===== src/rtl/life_controller_pkg.sv =====
// Shared types and default sizing for the Game-of-Life grid controller.
//   DEF_ROWS / DEF_COLS : default grid dimensions
//   DEF_TICK_DIV        : default clock cycles per generation while running
//   life_state_e        : controller FSM encoding
package life_pkg;

    localparam int unsigned DEF_ROWS     = 16;
    localparam int unsigned DEF_COLS     = 16;
    localparam int unsigned DEF_TICK_DIV = 25_000_000;

    typedef enum logic [1:0] {
        EDIT  = 2'd0,
        RUN   = 2'd1,
        STEP  = 2'd2,
        CLEAR = 2'd3
    } life_state_e;

endpackage


===== src/rtl/life_controller_if.sv =====
// User-command / cell-array bus of the life controller.
//   Start, Stop, Step, Clear      : command pulses (master -> slave)
//   Up, Down, Left, Right         : cursor-move pulses (master -> slave)
//   Draw, Erase                   : cell write pulses (master -> slave)
//   RowSelect, ColumnSelect       : cell array write enables (slave -> master)
//   state, Input                  : generation strobe and write data (slave -> master)
//   CursorRow, CursorCol, Running, GenCount : status (slave -> master)
interface life_if
    import life_pkg::*;
#(
    parameter int unsigned ROWS = DEF_ROWS,
    parameter int unsigned COLS = DEF_COLS
);
    localparam int unsigned RW = $clog2(ROWS);
    localparam int unsigned CW = $clog2(COLS);

    logic            Start, Stop, Step, Clear;
    logic            Up, Down, Left, Right;
    logic            Draw, Erase;
    logic [ROWS-1:0] RowSelect;
    logic [COLS-1:0] ColumnSelect;
    logic            state;
    logic            Input;
    logic [RW-1:0]   CursorRow;
    logic [CW-1:0]   CursorCol;
    logic            Running;
    logic [15:0]     GenCount;

    modport master (
        output Start, Stop, Step, Clear, Up, Down, Left, Right, Draw, Erase,
        input  RowSelect, ColumnSelect, state, Input, CursorRow, CursorCol, Running, GenCount
    );

    modport slave (
        input  Start, Stop, Step, Clear, Up, Down, Left, Right, Draw, Erase,
        output RowSelect, ColumnSelect, state, Input, CursorRow, CursorCol, Running, GenCount
    );

endinterface


===== src/rtl/life_controller_gen_tick.sv =====
// Generation tick counter: counts while enabled, synchronous clear,
// combinational terminal-count pulse on the cycle the count equals TICK_DIV-1.
//   Clock, Reset : clock, async active-high reset
//   en           : count enable
//   clr          : synchronous clear (wins over en)
//   tc_c         : terminal count (en && count == TICK_DIV-1)
module gen_tick #(
    parameter int unsigned TICK_DIV = 4
) (
    input  logic Clock,
    input  logic Reset,
    input  logic en,
    input  logic clr,
    output logic tc_c
);
    localparam int unsigned CNT_W = (TICK_DIV > 1) ? $clog2(TICK_DIV) : 1;

    logic [CNT_W-1:0] cnt_q;

    assign tc_c = en && (cnt_q == CNT_W'(TICK_DIV - 1));

    // Wraps to zero on terminal count
    always_ff @(posedge Clock or posedge Reset) begin
        if (Reset) begin
            cnt_q <= '0;
        end else if (clr) begin
            cnt_q <= '0;
        end else if (en) begin
            cnt_q <= tc_c ? '0 : cnt_q + CNT_W'(1);
        end
    end

endmodule


===== src/rtl/life_controller.sv =====
// Game-of-Life grid controller: edit cursor, draw/erase writes, clear, single
// step and free-running generation strobe towards the per-cell manager array.
// Holds no cell storage.
//   Clock, Reset : clock, async active-high reset
//   bus          : life_if slave (commands in; selects, strobe, status out)
module life_controller
    import life_pkg::*;
#(
    parameter int unsigned ROWS     = DEF_ROWS,
    parameter int unsigned COLS     = DEF_COLS,
    parameter int unsigned TICK_DIV = DEF_TICK_DIV
) (
    input  logic  Clock,
    input  logic  Reset,
    life_if.slave bus
);
    localparam int unsigned RW = $clog2(ROWS);
    localparam int unsigned CW = $clog2(COLS);

    life_state_e     fsm_q, fsm_d;
    logic [RW-1:0]   row_q, row_d;
    logic [CW-1:0]   col_q, col_d;
    logic [15:0]     gen_q, gen_d;
    logic [ROWS-1:0] rsel_q, rsel_d;
    logic [COLS-1:0] csel_q, csel_d;
    logic            strobe_q, strobe_d;
    logic            din_q, din_d;
    logic            running_q, running_d;

    logic cmd_clear, cmd_stop, cmd_start, cmd_step;
    logic tick_tc_c;

    // Only the highest-priority asserted command acts
    assign cmd_clear = bus.Clear;
    assign cmd_stop  = !bus.Clear && bus.Stop;
    assign cmd_start = !bus.Clear && !bus.Stop && bus.Start;
    assign cmd_step  = !bus.Clear && !bus.Stop && !bus.Start && bus.Step;

    // Counter sits at zero outside RUN and is dropped on the leaving cycle
    gen_tick #(.TICK_DIV(TICK_DIV)) u_gen_tick (
        .Clock (Clock),
        .Reset (Reset),
        .en    (fsm_q == RUN),
        .clr   ((fsm_q != RUN) || cmd_stop || cmd_clear),
        .tc_c  (tick_tc_c)
    );

    // State register
    always_ff @(posedge Clock or posedge Reset) begin
        if (Reset) begin
            fsm_q     <= EDIT;
            row_q     <= '0;
            col_q     <= '0;
            gen_q     <= '0;
            rsel_q    <= '0;
            csel_q    <= '0;
            strobe_q  <= 1'b0;
            din_q     <= 1'b0;
            running_q <= 1'b0;
        end else begin
            fsm_q     <= fsm_d;
            row_q     <= row_d;
            col_q     <= col_d;
            gen_q     <= gen_d;
            rsel_q    <= rsel_d;
            csel_q    <= csel_d;
            strobe_q  <= strobe_d;
            din_q     <= din_d;
            running_q <= running_d;
        end
    end

    // Next-state and next-output logic
    always_comb begin
        fsm_d    = fsm_q;
        row_d    = row_q;
        col_d    = col_q;
        gen_d    = gen_q + 16'(strobe_q);
        rsel_d   = '0;
        csel_d   = '0;
        strobe_d = 1'b0;
        din_d    = 1'b0;

        case (fsm_q)
            EDIT: begin
                if (cmd_start) begin
                    fsm_d = RUN;
                end else if (cmd_step) begin
                    fsm_d    = STEP;
                    strobe_d = 1'b1;
                end
                if (!cmd_clear) begin
                    // Opposing pulses cancel per axis; each axis wraps
                    if (bus.Up && !bus.Down) begin
                        row_d = (row_q == '0) ? RW'(ROWS - 1) : row_q - RW'(1);
                    end else if (bus.Down && !bus.Up) begin
                        row_d = (row_q == RW'(ROWS - 1)) ? '0 : row_q + RW'(1);
                    end
                    if (bus.Left && !bus.Right) begin
                        col_d = (col_q == '0) ? CW'(COLS - 1) : col_q - CW'(1);
                    end else if (bus.Right && !bus.Left) begin
                        col_d = (col_q == CW'(COLS - 1)) ? '0 : col_q + CW'(1);
                    end
                    // Write at the pre-move cursor; never alongside a step strobe
                    if (!cmd_step && (bus.Draw || bus.Erase)) begin
                        rsel_d = ROWS'(1) << row_q;
                        csel_d = COLS'(1) << col_q;
                        din_d  = !bus.Erase;
                    end
                end
            end
            RUN: begin
                if (cmd_stop) begin
                    fsm_d = EDIT;
                end else if (tick_tc_c) begin
                    strobe_d = 1'b1;
                end
            end
            STEP:    fsm_d = EDIT;
            CLEAR:   fsm_d = EDIT;
            default: fsm_d = EDIT;
        endcase

        if (cmd_clear) begin
            fsm_d    = CLEAR;
            rsel_d   = '1;
            csel_d   = '1;
            din_d    = 1'b0;
            strobe_d = 1'b0;
            gen_d    = '0;
        end
    end

    assign running_d = (fsm_d == RUN);

    assign bus.RowSelect    = rsel_q;
    assign bus.ColumnSelect = csel_q;
    assign bus.state        = strobe_q;
    assign bus.Input        = din_q;
    assign bus.CursorRow    = row_q;
    assign bus.CursorCol    = col_q;
    assign bus.Running      = running_q;
    assign bus.GenCount     = gen_q;

endmodule


===== src/flat_wrapper.sv =====
// flat-port wrapper written by rule: the top's interface ports become plain ports
module life_controller_flat import life_pkg::*;
#(
    parameter int unsigned ROWS     = DEF_ROWS,
    parameter int unsigned COLS     = DEF_COLS,
    parameter int unsigned TICK_DIV = DEF_TICK_DIV
)
  (Clock, Reset, bus_Start, bus_Stop, bus_Step, bus_Clear, bus_Up, bus_Down, bus_Left, bus_Right, bus_Draw, bus_Erase, bus_RowSelect, bus_ColumnSelect, bus_state, bus_Input, bus_CursorRow, bus_CursorCol, bus_Running, bus_GenCount);
  life_if #(.ROWS(ROWS), .COLS(COLS)) bus_i ();
  input  logic Clock;
  input  logic Reset;
  input wire logic [$bits(bus_i.Start)-1:0] bus_Start;
  input wire logic [$bits(bus_i.Stop)-1:0] bus_Stop;
  input wire logic [$bits(bus_i.Step)-1:0] bus_Step;
  input wire logic [$bits(bus_i.Clear)-1:0] bus_Clear;
  input wire logic [$bits(bus_i.Up)-1:0] bus_Up;
  input wire logic [$bits(bus_i.Down)-1:0] bus_Down;
  input wire logic [$bits(bus_i.Left)-1:0] bus_Left;
  input wire logic [$bits(bus_i.Right)-1:0] bus_Right;
  input wire logic [$bits(bus_i.Draw)-1:0] bus_Draw;
  input wire logic [$bits(bus_i.Erase)-1:0] bus_Erase;
  output wire logic [$bits(bus_i.RowSelect)-1:0] bus_RowSelect;
  output wire logic [$bits(bus_i.ColumnSelect)-1:0] bus_ColumnSelect;
  output wire logic [$bits(bus_i.state)-1:0] bus_state;
  output wire logic [$bits(bus_i.Input)-1:0] bus_Input;
  output wire logic [$bits(bus_i.CursorRow)-1:0] bus_CursorRow;
  output wire logic [$bits(bus_i.CursorCol)-1:0] bus_CursorCol;
  output wire logic [$bits(bus_i.Running)-1:0] bus_Running;
  output wire logic [$bits(bus_i.GenCount)-1:0] bus_GenCount;
  assign bus_i.Start = bus_Start;
  assign bus_i.Stop = bus_Stop;
  assign bus_i.Step = bus_Step;
  assign bus_i.Clear = bus_Clear;
  assign bus_i.Up = bus_Up;
  assign bus_i.Down = bus_Down;
  assign bus_i.Left = bus_Left;
  assign bus_i.Right = bus_Right;
  assign bus_i.Draw = bus_Draw;
  assign bus_i.Erase = bus_Erase;
  assign bus_RowSelect = bus_i.RowSelect;
  assign bus_ColumnSelect = bus_i.ColumnSelect;
  assign bus_state = bus_i.state;
  assign bus_Input = bus_i.Input;
  assign bus_CursorRow = bus_i.CursorRow;
  assign bus_CursorCol = bus_i.CursorCol;
  assign bus_Running = bus_i.Running;
  assign bus_GenCount = bus_i.GenCount;
  life_controller #(.ROWS(ROWS), .COLS(COLS), .TICK_DIV(TICK_DIV)) u_core (.Clock(Clock), .Reset(Reset), .bus(bus_i));
endmodule

===== config.mk =====
export PLATFORM = sky130hd
export DESIGN_NAME = life_controller_flat
export DESIGN_NICKNAME = d
export VERILOG_FILES = /design/src/rtl/life_controller_pkg.sv /design/src/rtl/life_controller_if.sv /design/src/rtl/life_controller_gen_tick.sv /design/src/rtl/life_controller.sv /design/src/flat_wrapper.sv
export SDC_FILE = /design/constraint.sdc
export NUM_CORES = 1
export LEC_CHECK = 0
export BUFFER_PORTS_ARGS = -buffer_cell sky130_fd_sc_hd__buf_4
export CORE_MARGIN = 1
export CORE_UTILIZATION = 30
export CTS_CLUSTER_SIZE = 28
export DETAILED_ROUTE_END_ITERATION = 10
export PLACE_DENSITY = 0.49
export SLEW_MARGIN = 25
export SYNTH_ARGS = -nofsm -noshare
export SYNTH_HDL_FRONTEND = slang
export SYNTH_SLANG_ARGS = --single-unit

===== constraint.sdc =====
create_clock -name Clock -period 3.3 [get_ports Clock]
set_input_delay 0.99 -clock Clock [delete_from_list [all_inputs] [get_ports Clock]]
set_output_delay 0.99 -clock Clock [all_outputs]
set_load 0.01 [all_outputs]

==> impl_summary.txt <==
----------------------------------------------------
[Logic synthesis]
  Synth async-reset ratio ... 1.00
  Warnings from Yosys ... 0
  Total nets after synthesis ... between 400 and 500
  Mapped Area ... between 4000 and 5000 sq um
  Cell count after synthesis ... ~390
  Flip-flop and latch count after synthesis ... between 80 and 90
  Count of cell types in the netlist ... 41
  Main synth FF type ... dfrtp_1
  Synth Area per Inst ... 10.5 sq um
  Sequential fraction of the synthesis area ... 0.521
  Number of synthesized flops with an enable pin ... 0

[Die]
  Effective utilization at floorplan ... 0.310
  Standard cell core area ... between 10000 and 15000 sq um
  Site Rows ... 42
  Die width ... 119 um
  Top-level port count ... 71
  Die Area ... around 14000 sq um
  Y dimension of the die ... ~120 um

[Global route]
  Combined global-route utilization of all metal layers ... 0.143
  Global-route wire length before repair ... roughly 16000 um
  GR peak layer ... met2
  GRT met1 Usage ... 0.195
  Pin count of the biggest net entering global routing ... between 50 and 60
  Met3 demand-to-capacity share in global routing ... 0.0407
  Total congestion overflow after global routing ... 0
  Initial antenna violation count ... 0
  GRT met2 Usage ... 0.211
  Vias in the first global route ... about 3000

[Clock network]
  Hold buffer count at CTS ... 0
  Largest buffer count on any clock path ... 2
  Total clock sinks ... between 80 and 90
  Number of buffers added for setup after CTS ... 0
  CTS Buf Count ... 9
  Clk Latency, worst-skew pair ... around 0.34 ns
  Post-cts sizing count ... 0
  Clock root buffer ... clkbuf_16
  H-tree depth ... 3
  Clock slew seen by the registers of the worst setup and hold paths ... 0.06 ns
  Clock tree from TritonCTS ... yes

[Setup path]
  Crit Path Category ... in2reg
  Arr. time, crit path ... between 2 and 3 ns
  Crit path required time ... approximately 3.6 ns
  Critical Path Sink Type ... flop
  Category of the worst setup path launch point ... input pin
  Biggest fanout along the worst timing path ... 8

[STA]
  Tightest slew margin relative to the limit ... 0.522
  Final worst path period share ... 0.696
  Total of endpoints with negative setup slack in the final report ... 0
  Final sum of negative setup slack ... 0 ns
  Worst clock skew ... about 0.0066 ns
  Number of hold-slack violations in the final timing report ... 0
  Maximum clock frequency ... around 440 MHz
  Worst Max-Slew Pin Slew ... 0.716 ns
  Final Slew Violations ... 0
  Minimum clock period after layout ... about 2.3 ns
  RSZ-0062 raised after global routing ... false

[Layout]
  NumNets Final ... about 490
  Area Overhead vs Synth ... 24.0%
  Share of final-layout standard cells stronger than drive strength 1 ... 0.226
  Diodes inserted ... 0

[Placement]
  Post-detailed-placement half-perimeter wirelength ... 6450 um
  Number of input and output port buffers inserted ... 70
  Routability-driven placement congestion ratio ... around 0.8

[Route]
  Count of routing violations after the opening detailed-route iteration ... 174
  ANT nets after route ... 0
  Final routed DRC violation total ... 0
  Number of optimization iterations in the first detailed-route pass ... 6
  Number of vias per cell after detailed routing ... 4.85
  Via count ... between 3000 and 4000
  Average wire per standard cell ... ~15 um
  Wirelength, routed ... 9430 um

[Pwr]
  Leak Pwr ... 2.33 nW
  Worst VDD drop ... between 200 and 300 uV
  Overall power ... between 0.002 and 0.003 W
  Power per cell area ... about 550 nW/um^2

[Hold path]
  Path class of the lowest-slack min-delay path ... reg2reg

[Status]
  Result of the run ... finished clean

[Run]
  Max_cap viols ... 0

----------------------------------------------------
-- synthesized netlist by cell type (7+ instances only) --
master    count  area share
o31ai_1       7       0.013
nand2_1      15       0.014
nand3_1      15       0.018
dfrtp_1      86        0.52
ha_1         21       0.064
a21o_1       28       0.051
inv_1        18       0.016
or3_1        10       0.015
o21ai_0      15       0.018
xnor2_1      10       0.021
a21oi_1      17       0.021
nand4_1      11       0.017
or4_1         7       0.013
a31o_2        8       0.017
xor2_1       14       0.030
clkbuf_1     16       0.015
nor2_1       33       0.030
nor2b_1       9       0.014
-- power by group --
group	switching, W	internal (W)
logic	0.000303	0.000271
registers	0.000150	0.00112
clock network	0.000415	0.000549
total	0.000868	0.00194
-- cells in the final DEF, fill, tap and decap left out, types with 8 or more instances in the layout --
cell type / synthesis / routed
dfrtp_1: 86 / 86
buf_4: 0 / 71
nor2_1: 33 / 33
a21o_1: 28 / 28
ha_1: 21 / 21
inv_1: 18 / 17
a21oi_1: 17 / 17
nand2_1: 15 / 15
o21ai_0: 15 / 15
nand3_1: 15 / 15
xor2_1: 14 / 14
nand4_1: 11 / 11
or3_1: 10 / 10
xnor2_1: 10 / 10
nor2b_1: 9 / 9
clkbuf_16: 0 / 9
a31o_2: 8 / 8
-- metrics by stage --
step,util,hold WS (ns),cell area (sq um),std cells,setup WS [ns]
floorplan,-,0.455,4130,393,0.0882
global placement,0.362,0.480,4830,620,0.668
detailed placement,0.362,0.481,4830,620,0.604
CTS,0.383,0.498,5120,636,0.967
global route,0.384,0.515,5130,637,0.760
finish,0.384,0.496,5130,637,1.00
-- flip-flops by register name, summed over array words and instances, names as in the netlist --
signal and cells:
u_core.u_gen_tick.cnt_q 25, u_core.bus.ColumnSelect 16, u_core.bus.GenCount 16, u_core.bus.RowSelect 16, u_core.bus.CursorCol 4, u_core.bus.CursorRow 4
u_core.fsm_q 2, u_core.bus.Input 1, u_core.bus.Running 1, u_core.bus.state 1
-- area by class of cell --
class	count	area, sq um
Clock buffer	11	253
Clock inverter	5	33.8
Fill cell	1326	8220
Inverter	18	68.8
Multi-Input combinational cell	268	1840
Sequential cell	86	2150
Tap cell	176	220
Timing Repair Buffer	73	564
-- layer usage --
metal	vias up	share of wire
met5	-	0
met4	0	0.016
met3	12	0.040
met2	50	0.47
met1	1503	0.48
li1	1527	-
-- final timing paths --
check                                                       startpoint                                       to  slack (ns)  cells after the start
worst max-delay path                                          bus_Step        u_core.bus.RowSelect[5]$_DFF_PP0_        1.00                      5
max in group asynchronous                                        Reset       u_core.bus.RowSelect[13]$_DFF_PP0_        1.86                      3
min in group asynchronous                                        Reset         u_core.bus.GenCount[1]$_DFF_PP0_        0.75                      2
worst min-delay path            u_core.u_gen_tick.cnt_q[0]$_DFFE_PP0P_   u_core.u_gen_tick.cnt_q[0]$_DFFE_PP0P_        0.50                      1
worst min register to register  u_core.u_gen_tick.cnt_q[0]$_DFFE_PP0P_   u_core.u_gen_tick.cnt_q[0]$_DFFE_PP0P_        0.50                      1
worst max register to register  u_core.u_gen_tick.cnt_q[0]$_DFFE_PP0P_  u_core.u_gen_tick.cnt_q[20]$_DFFE_PP0P_        1.02                      5
-- kinds of logic after synthesis --
logic type                 share of synthesized area
and+or+nand+nor                                0.172
AOI/OAI and AO/OA                              0.151
DFF                                            0.521
buffers and inverters                         0.0375
xor gates and xnor gates                      0.0508
adders and majority gates                     0.0636
muxes                                        0.00484
-- worst max-delay path: stages --
cell	delay, ns
buf_4	0.12
nor4b_1	0.15
nor4_1	0.49
nor2b_1	0.58
a31o_2	0.24
Note: power is estimated with default switching activity, not from simulation.
